$ cat src/rtl/muldiv_unit_pkg.sv
// rtl/muldiv_unit_pkg.sv - op and state encodings shared by the multiply/divide unit
package muldiv_unit_pkg;

  localparam int          MD_W      = 32;
  localparam logic [31:0] MD_DIV0_Q = 32'hFFFFFFFF;

  typedef enum logic [2:0] {
    MD_MULT  = 3'd0,
    MD_MULTU = 3'd1,
    MD_DIV   = 3'd2,
    MD_DIVU  = 3'd3,
    MD_MTHI  = 3'd4,
    MD_MTLO  = 3'd5
  } md_op_e;

  typedef enum logic [1:0] {
    MD_IDLE = 2'd0,
    MD_RUN  = 2'd1,
    MD_FIX  = 2'd2
  } md_state_e;

endpackage

$ cat src/rtl/muldiv_unit.sv
// rtl/muldiv_unit.sv - iterative radix-2 MULT/DIV unit with architectural HI/LO
// Operates on magnitudes and applies sign correction in a single FIX cycle.
module muldiv_unit
  import muldiv_unit_pkg::*;
#(
  parameter int           W      = MD_W,
  parameter logic [W-1:0] DIV0_Q = W'(MD_DIV0_Q)
) (
  input  logic         clk,
  input  logic         rst,
  input  logic         start,
  input  logic [2:0]   op,
  input  logic         flush,
  input  logic [W-1:0] S,
  input  logic [W-1:0] T,
  output logic         busy,
  output logic         done,
  output logic [W-1:0] HI,
  output logic [W-1:0] LO
);

  md_state_e      state;
  logic [5:0]     cnt;
  logic [2*W-1:0] acc;
  logic [W-1:0]   ra;
  logic [W-1:0]   rb;
  logic           is_div;
  logic           neg_q;
  logic           neg_r;
  logic           div0;

  function automatic logic [W-1:0] neg_if(input logic [W-1:0] x, input logic c);
    return c ? ((~x) + W'(1)) : x;
  endfunction

  function automatic logic [2*W-1:0] neg_if2(input logic [2*W-1:0] x, input logic c);
    return c ? ((~x) + (2*W)'(1)) : x;
  endfunction

  logic         op_md;
  logic         op_div;
  logic         op_signed;
  logic [W-1:0] s_in;
  logic [W-1:0] t_in;

  assign op_md     = (op == MD_MULT) || (op == MD_MULTU) || (op == MD_DIV) || (op == MD_DIVU);
  assign op_div    = (op == MD_DIV) || (op == MD_DIVU);
  assign op_signed = (op == MD_MULT) || (op == MD_DIV);
  assign s_in      = op_signed ? neg_if(S, S[W-1]) : S;
  assign t_in      = op_signed ? neg_if(T, T[W-1]) : T;

  assign busy = (state != MD_IDLE);

  // Shared W+1-bit adder: adds the multiplicand for MULT, subtracts the divisor for DIV.
  logic [W:0]     add_a;
  logic [W:0]     add_b;
  logic           add_cin;
  logic [W+1:0]   add_res;
  logic [W-1:0]   rem;
  logic [2*W-1:0] acc_next;

  always_comb begin
    if (is_div) begin
      add_a   = {acc[2*W-1:W], ra[W-1]};
      add_b   = ~{1'b0, rb};
      add_cin = 1'b1;
    end else begin
      add_a   = {1'b0, acc[2*W-1:W]};
      add_b   = ra[0] ? {1'b0, rb} : '0;
      add_cin = 1'b0;
    end
    add_res = {1'b0, add_a} + {1'b0, add_b} + {{(W+1){1'b0}}, add_cin};
  end

  // Carry out of the subtract means no borrow: keep the difference, quotient bit is 1.
  always_comb begin
    rem = add_res[W+1] ? add_res[W-1:0] : add_a[W-1:0];
    if (is_div) begin
      acc_next = {rem, acc[W-2:0], add_res[W+1]};
    end else begin
      acc_next = {add_res[W:0], acc[W-1:1]};
    end
  end

  always_ff @(posedge clk or posedge rst) begin
    if (rst) begin
      state  <= MD_IDLE;
      cnt    <= '0;
      acc    <= '0;
      ra     <= '0;
      rb     <= '0;
      is_div <= 1'b0;
      neg_q  <= 1'b0;
      neg_r  <= 1'b0;
      div0   <= 1'b0;
      done   <= 1'b0;
      HI     <= '0;
      LO     <= '0;
    end else begin
      done <= 1'b0;
      if (flush) begin
        state <= MD_IDLE;
        cnt   <= '0;
      end else begin
        unique case (state)
          MD_IDLE: begin
            if (start) begin
              if (op_md) begin
                ra     <= op_div ? s_in : t_in;
                rb     <= op_div ? t_in : s_in;
                is_div <= op_div;
                neg_q  <= op_signed & (S[W-1] ^ T[W-1]);
                neg_r  <= op_signed & S[W-1];
                div0   <= (T == '0);
                acc    <= '0;
                cnt    <= '0;
                state  <= MD_RUN;
              end else if (op == MD_MTHI) begin
                HI <= S;
              end else if (op == MD_MTLO) begin
                LO <= S;
              end
            end
          end
          MD_RUN: begin
            acc <= acc_next;
            ra  <= is_div ? {ra[W-2:0], 1'b0} : {1'b0, ra[W-1:1]};
            cnt <= cnt + 6'd1;
            if (cnt == 6'(W-1)) begin
              state <= MD_FIX;
            end
          end
          MD_FIX: begin
            if (is_div) begin
              LO <= div0 ? DIV0_Q : neg_if(acc[W-1:0], neg_q);
              HI <= neg_if(acc[2*W-1:W], neg_r);
            end else begin
              {HI, LO} <= neg_if2(acc, neg_q);
            end
            done  <= 1'b1;
            cnt   <= '0;
            state <= MD_IDLE;
          end
          default: begin
            state <= MD_IDLE;
          end
        endcase
      end
    end
  end

endmodule

$ cat config.mk
export PLATFORM = sky130hd
export DESIGN_NAME = muldiv_unit
export DESIGN_NICKNAME = d
export VERILOG_FILES = /design/src/rtl/muldiv_unit_pkg.sv /design/src/rtl/muldiv_unit.sv
export SDC_FILE = /design/constraint.sdc
export NUM_CORES = 1
export LEC_CHECK = 0
export BUFFER_PORTS_ARGS = -buffer_cell sky130_fd_sc_hd__buf_2
export CAP_MARGIN = 10
export CORE_MARGIN = 2
export CORE_UTILIZATION = 25
export DETAILED_ROUTE_END_ITERATION = 8
export GPL_ROUTABILITY_DRIVEN = 0
export SLEW_MARGIN = 10
export SYNTH_ARGS = -nofsm -noshare
export SYNTH_HDL_FRONTEND = slang
export SYNTH_SLANG_ARGS = --single-unit
$ cat constraint.sdc
create_clock -name clk -period 9.5 [get_ports clk]
set_clock_uncertainty 0.05 [all_clocks]
set_input_delay 1.425 -clock clk [delete_from_list [all_inputs] [get_ports clk]]
set_output_delay 1.425 -clock clk [all_outputs]
set_load 0.03 [all_outputs]
---- After elaboration in Yosys (flattened, before gate mapping) ----
Cells that the tools add are included.
cells by class
  add/subtract/negate cells ............... 8
  mux-type cells .......................... 45
  divide/modulo/power cells ............... 0
  multipliers ............................. 0
  shift operators ......................... 0
  equal/unequal tests ..................... 17
  $lt $le $gt $ge ......................... 0
  bitwise operators ....................... 10
  reductions and logical operators ........ 18
operators by type and width
  cell                                                                    number
  32-bit two-way mux                                                      23
  64-bit two-way mux                                                      4
  32-bit one-hot mux with 2 select lines                                  3
  32-bit by 1-bit adder with 32-bit output (second input constant)        4
  32-bit inverter                                                         4
  64-bit one-hot mux with 2 select lines                                  1
  33-bit two-way mux                                                      2
  64-bit by 1-bit adder with 64-bit output (second input constant)        1
  64-bit inverter                                                         1
  33-bit by 33-bit adder with 34-bit output                               1
  34-bit by 1-bit adder with 34-bit output                                1
  32-bit inverter with 33-bit output                                      1
  32-bit logical NOT                                                      1
  6-bit two-way mux                                                       3
  6-bit one-hot mux with 3 select lines                                   1
  2-bit inequality test (second input constant)                           6
  3-bit inequality test (second input constant)                           3
  2-bit two-way mux                                                       4
  4-bit AND reduction                                                     2
  6-bit by 1-bit adder with 6-bit output (second input constant)          1
  3-bit by 2-bit equality test with 1-bit output (second input constant)  2
  3-bit equality test (second input constant)                             2
  6-bit by 5-bit equality test with 1-bit output (second input constant)  1
  3-bit AND reduction                                                     2
  other kinds (15)                                                        24
storage, ports and cells
  register bits ........................... 205
  memories kept ........................... 0
  output and inout port bits .............. 66
  memory bits (read-only) ................. 0
  bits in latches ......................... 0
  logic and storage cells ................. 110
  input bits .............................. 71
  RAM bits ................................ 0

---- Depth between registers and ports, before layout ----
  depth after elaboration ................. 8
  mapped depth ............................ 18
  gate-level depth less buffers ........... 16

---- Least setup slack after synthesis ----
No wires, ideal clock.
  path kind ............................... reg2reg
  start ................................... reg is_div
  end ..................................... reg acc[54]
  stages on the path, launching flop included .. 16
  required time ........................... 9,324 ps
  path buffers ............................ 4
  arrival ................................. 4,517 ps
  library setup time ...................... 126 ps
  slack ................................... 4,807 ps
  clock period less this slack ............ 4,693 ps
  path through ............................ dfrtp_1 > clkbuf_1 > buf_1 > buf_1 > clkbuf_1 > o21ai_0 > fa_1 > a211oi_1 > o21ai_1 > o31ai_1 > o21ai_1 > a221oi_1 > o21bai_1 > a221o_1 > xor2_1 > a221o_1
between the ends
  longest elaborated chain between the ends .. 6
  elaborated cells between the ends (all ways) .. 8
  those cells by class .................... add/sub: 2; mux: 6
RTL lines
  element                                    line                text
  from (decl)                                muldiv_unit.sv:27   logic is_div;
  from (signal assigned)                     muldiv_unit.sv:111  is_div <= op_div;
  33-bit two-way mux                         muldiv_unit.sv:63   if (is_div) begin
  33-bit by 33-bit adder with 34-bit output  muldiv_unit.sv:72   add_res = {1'b0, add_a} + {1'b0, add_b} + {{(W+1){1'b0}}, add_cin};
  34-bit by 1-bit adder with 34-bit output   muldiv_unit.sv:72
  32-bit two-way mux                         muldiv_unit.sv:77   rem = add_res[W+1] ? add_res[W-1:0] : add_a[W-1:0];
  64-bit two-way mux *                       muldiv_unit.sv:78   if (is_div) begin
  64-bit one-hot mux with 2 select lines *   muldiv_unit.sv:105  unique case (state)
  to (signal assigned)                       muldiv_unit.sv:126  acc <= acc_next;
  to (decl)                                  muldiv_unit.sv:24   logic [2*W-1:0] acc;
Mark *: on every way between the ends. The rest lies on a longest branch, timed or not.
A chain may end at the register's enable or synchronous reset.

---- Worst setup path after layout ----
Ends and elaborated chain as after synthesis.

==> impl_summary.log <==
[metrics] count of standard-cell rows: 90
[metrics] Critical Path RT: roughly 9900 ps
[metrics] unrepaired setup endpoints after global routing: no
[metrics] critical path buffer and inverter count: 3
[metrics] fin crit share: 0.567
[metrics] FF+latch count, synth: 205
[metrics] floorplan die height: around 250 microns
[metrics] DR vias/cell: between 5 and 6
[metrics] diode count: 0
[metrics] HPWL after detailed placement: slightly above 40 mm
[metrics] starting density of the core: 0.253
[metrics] share of synthesized cell area in and, or, nand and nor gates: 0.177
[metrics] # hold bufs at CTS: 0
[metrics] CP Max Fanout: 88
[metrics] area inside the core boundary: slightly above 60000 sq um
[metrics] post-synth top area cell: sky130_fd_sc_hd__dfrtp_1
[metrics] largest net degree at the start of global routing: a little under 90
[metrics] number of buffers created by CTS: 26
[metrics] number of gates given a new drive strength after cts: 0
[metrics] Vias: about 15000
[metrics] flip-flop cell with the highest count after synthesis: sky130_fd_sc_hd__dfrtp_1
[metrics] Sink Count: between 200 and 250
[metrics] result of the run: complete, no violations
[metrics] Critical Path End Type: flop
[metrics] Setup violations, final: 0
[metrics] element type at the critical path start: flop
[metrics] count of flip-flops with a built-in enable after synthesis: 0
[metrics] x dimension of the die: 251 microns
[metrics] Worst-Skew Late Latency: 560 ps
[metrics] worst setup path category: flop to flop
[metrics] xor-xnor portion of the synthesized cell area: 0.0873
[metrics] Ys Warns: 0
[metrics] number of nets with antenna violations after detailed routing: 0
[metrics] Post-Syn Area per Cell: just over 8 sq um
[metrics] count of boundary I/O pins: about 140
[metrics] Post-Synthesis Net Count: between 1500 and 2000
[metrics] aggregate negative setup slack: 0 ps
[metrics] Total Nets Final: 2040
[metrics] count of mapped cells out of synthesis: roughly 1900
[metrics] Power Density: slightly above 300 nW/um^2
[metrics] Max clock buf depth: 3
[metrics] synth-to-layout area growth: 14.5%
[metrics] delay of the slowest cell on the worst path: around 1000 ps
[metrics] kind of cell with the highest combined delay on the critical path: compound AO/OA/AOI/OAI gates
[metrics] first-pass iteration count of the detailed router: 6
[metrics] DRC Markers: 0
[metrics] synthesized-area fraction occupied by ao, oa, aoi and oai cells: 0.246
[metrics] wire length per cell: roughly 20 microns
[metrics] clock slew at reported path FFs: about 60 ps
[metrics] Slowest cell on crit path: sky130_fd_sc_hd__dfrtp_4
[metrics] worst hold path class: flop to flop
[metrics] share of synthesized area spent on multiplexers: 0.0770
[metrics] register area share after synthesis: 0.336
[metrics] Max Fclk: 186 MHz
[metrics] actual transition at the worst max-transition pin: 1120 ps
[metrics] number of global-route vias before repair: 13500
[metrics] placed inst area: 16600 sq um
[metrics] Max Transition Viols Final: 0
[metrics] number of buffers inserted by post-CTS setup repair: 0
[metrics] main area contributors after synthesis: sky130_fd_sc_hd__dfrtp_1, sky130_fd_sc_hd__o21ai_0, sky130_fd_sc_hd__nand2_1
[metrics] fraction of layout instances using a drive strength above 1: 0.143
[metrics] combinational family with the most area after synthesis: compound AO/OA/AOI/OAI gates
[metrics] final hold violations: 0
[metrics] aggregate routed wire length: 53.6 mm
[metrics] sum of overflow across all layers after global routing: 0
[metrics] smallest hold slack: around 430 ps
[metrics] maximum level of the CTS H-tree: 1
[metrics] number of antenna violations at the first check in global routing: 1
[metrics] root buffer cell: sky130_fd_sc_hd__clkbuf_16
[metrics] maximum VDD drop: between 0.1 and 0.15 mV
[metrics] max-capacitance violation count: 0
[metrics] TritonCTS clock tree: yes
[metrics] initial drt markers: roughly 1500
[metrics] Static Leakage: 7.65 nW
[metrics] Global Route Usage Sum: 0.163
[metrics] fraction of registers with async set/reset: 1.00
[metrics] tightest slew margin relative to the limit: 0.249
[metrics] number of buffers added on ports: 136
[metrics] number of unique standard cell types used by synthesis: 76
[metrics] wire length of the first global-routing pass: about 82 mm
[metrics] adder-cell area share of the yosys netlist: 0.0330
[metrics] Arrival @ worst endpoint: 5780 ps
[metrics] post-synthesis instance area: roughly 15000 sq um
[metrics] Total Die Area: 63000 sq um
[metrics] final worst path period need: about 5400 ps
[metrics] sum of internal, switching and leakage power: ~5.4 mW
[metrics] Design Area, Final: ~17000 sq um
[metrics] chain of cells forming the critical path: inv_1, buf_4, a21boi_0, fa_1, inv_1, fa_1, a211oi_1, o21ai_1, o31ai_1, o21ai_1, a221oi_1, o21bai_1, a221o_1, xor2_1, a221o_1
[metrics] portion of synthesized cell area occupied by the leading cell type: 0.336
==> Yosys cell counts (all sizes together), types with 5 or more instances <==
master	n
o21ai	252
or3	21
or2	9
inv	32
nand4	7
a22o	5
mux2i	69
o31ai	32
nor2b	12
and3	10
nand3	15
a211oi	9
o22ai	41
mux2	43
a31oi	12
a21o	24
a21oi	128
nor3	30
a221oi	9
clkbuf	118
buf	19
ha	37
nor2	120
or4	15
xor2	58
o221ai	32
o21a	7
o211ai	5
o41ai	13
xnor2	94
dfrtp	205
nor4	14
nand2	309
and2	5
nand2b	16
==> where the power goes <==
part | internal, mW | switching (mW)
clock network | 0.609 | 0.402
logic | 1.09 | 1.73
registers | 1.15 | 0.381
==> final timing paths <==
check	startpoint	end	slack, ps	cells past startpoint
worst min register to register	LO[20]	LO[20]	430	2
worst max register to register	is_div	acc[54]	4110	15
min in group asynchronous	rst	HI[18]	860	2
max in group asynchronous	rst	is_div	6960	3
worst min-delay path	LO[20]	LO[20]	430	2
worst max-delay path	is_div	acc[54]	4110	15
==> cell usage in the layout (no fill, tap or decap), types with 19 or more instances in the layout <==
cell type / netlist / layout
sky130_fd_sc_hd__nand2_1: 309 / 308
sky130_fd_sc_hd__o21ai_0: 244 / 243
sky130_fd_sc_hd__dfrtp_1: 205 / 204
sky130_fd_sc_hd__buf_2: 5 / 136
sky130_fd_sc_hd__a21oi_1: 126 / 126
sky130_fd_sc_hd__nor2_1: 120 / 120
sky130_fd_sc_hd__xnor2_1: 94 / 94
sky130_fd_sc_hd__mux2i_1: 69 / 69
sky130_fd_sc_hd__xor2_1: 58 / 58
sky130_fd_sc_hd__mux2_2: 43 / 43
sky130_fd_sc_hd__o22ai_1: 41 / 41
sky130_fd_sc_hd__ha_1: 37 / 37
sky130_fd_sc_hd__o31ai_1: 32 / 32
sky130_fd_sc_hd__o221ai_1: 32 / 32
sky130_fd_sc_hd__inv_1: 32 / 31
sky130_fd_sc_hd__nor3_1: 29 / 29
sky130_fd_sc_hd__clkbuf_16: 0 / 27
sky130_fd_sc_hd__a21o_1: 24 / 24
sky130_fd_sc_hd__buf_4: 0 / 20
sky130_fd_sc_hd__or3_1: 19 / 19
==> per-stage QoR <==
stage	std cells	util	setup WS (ps)
finish	2731	0.289	4110
global route	2731	0.289	3720
CTS	2731	0.289	4130
detailed placement	2684	0.275	4150
global placement	2684	0.275	4220
floorplan	1883	-	2430
==> registers in the layout, indices dropped and copies added, names as in the netlist, 2 cells and up <==
name   flops
acc       64
HI        32
LO        32
ra        32
rb        32
cnt        6
state      2
==> final cells by class <==
class,count,area [sq um]
clock buffer,35,756
clock inverter,12,120
fill,6481,42900
inverter,32,128
multi-input combinational,1509,9520
sequential,205,5130
tap,782,978
timing repair buffer,156,831
==> tightest hold or removal path: cells and delay by family (launching register included) <==
| kind | cells | cell delay [ps] |
|---|---|---|
| flip-flops | 1 | 340 |
| AND/OR/NAND/NOR | 1 | 50 |
| AO/OA/AOI/OAI | 1 | 60 |
==> per-layer routing <==
layer,GRT usage,wire length [microns],vias to the layer above
met4,0.0347,1170,0
met2,0.270,24800,573
met1,0.226,23900,7026
li1,-,-,6871
met3,0.0218,3680,78
met5,0,0,-
==> cell families after synthesis <==
family | after synthesis
fa+ha+maj | 39
simple gates | 596
mux | 112
buf+inv | 169
flops | 205
compound gates | 610
xor+xnor | 152
Note: power is estimated with default switching activity, not from simulation.
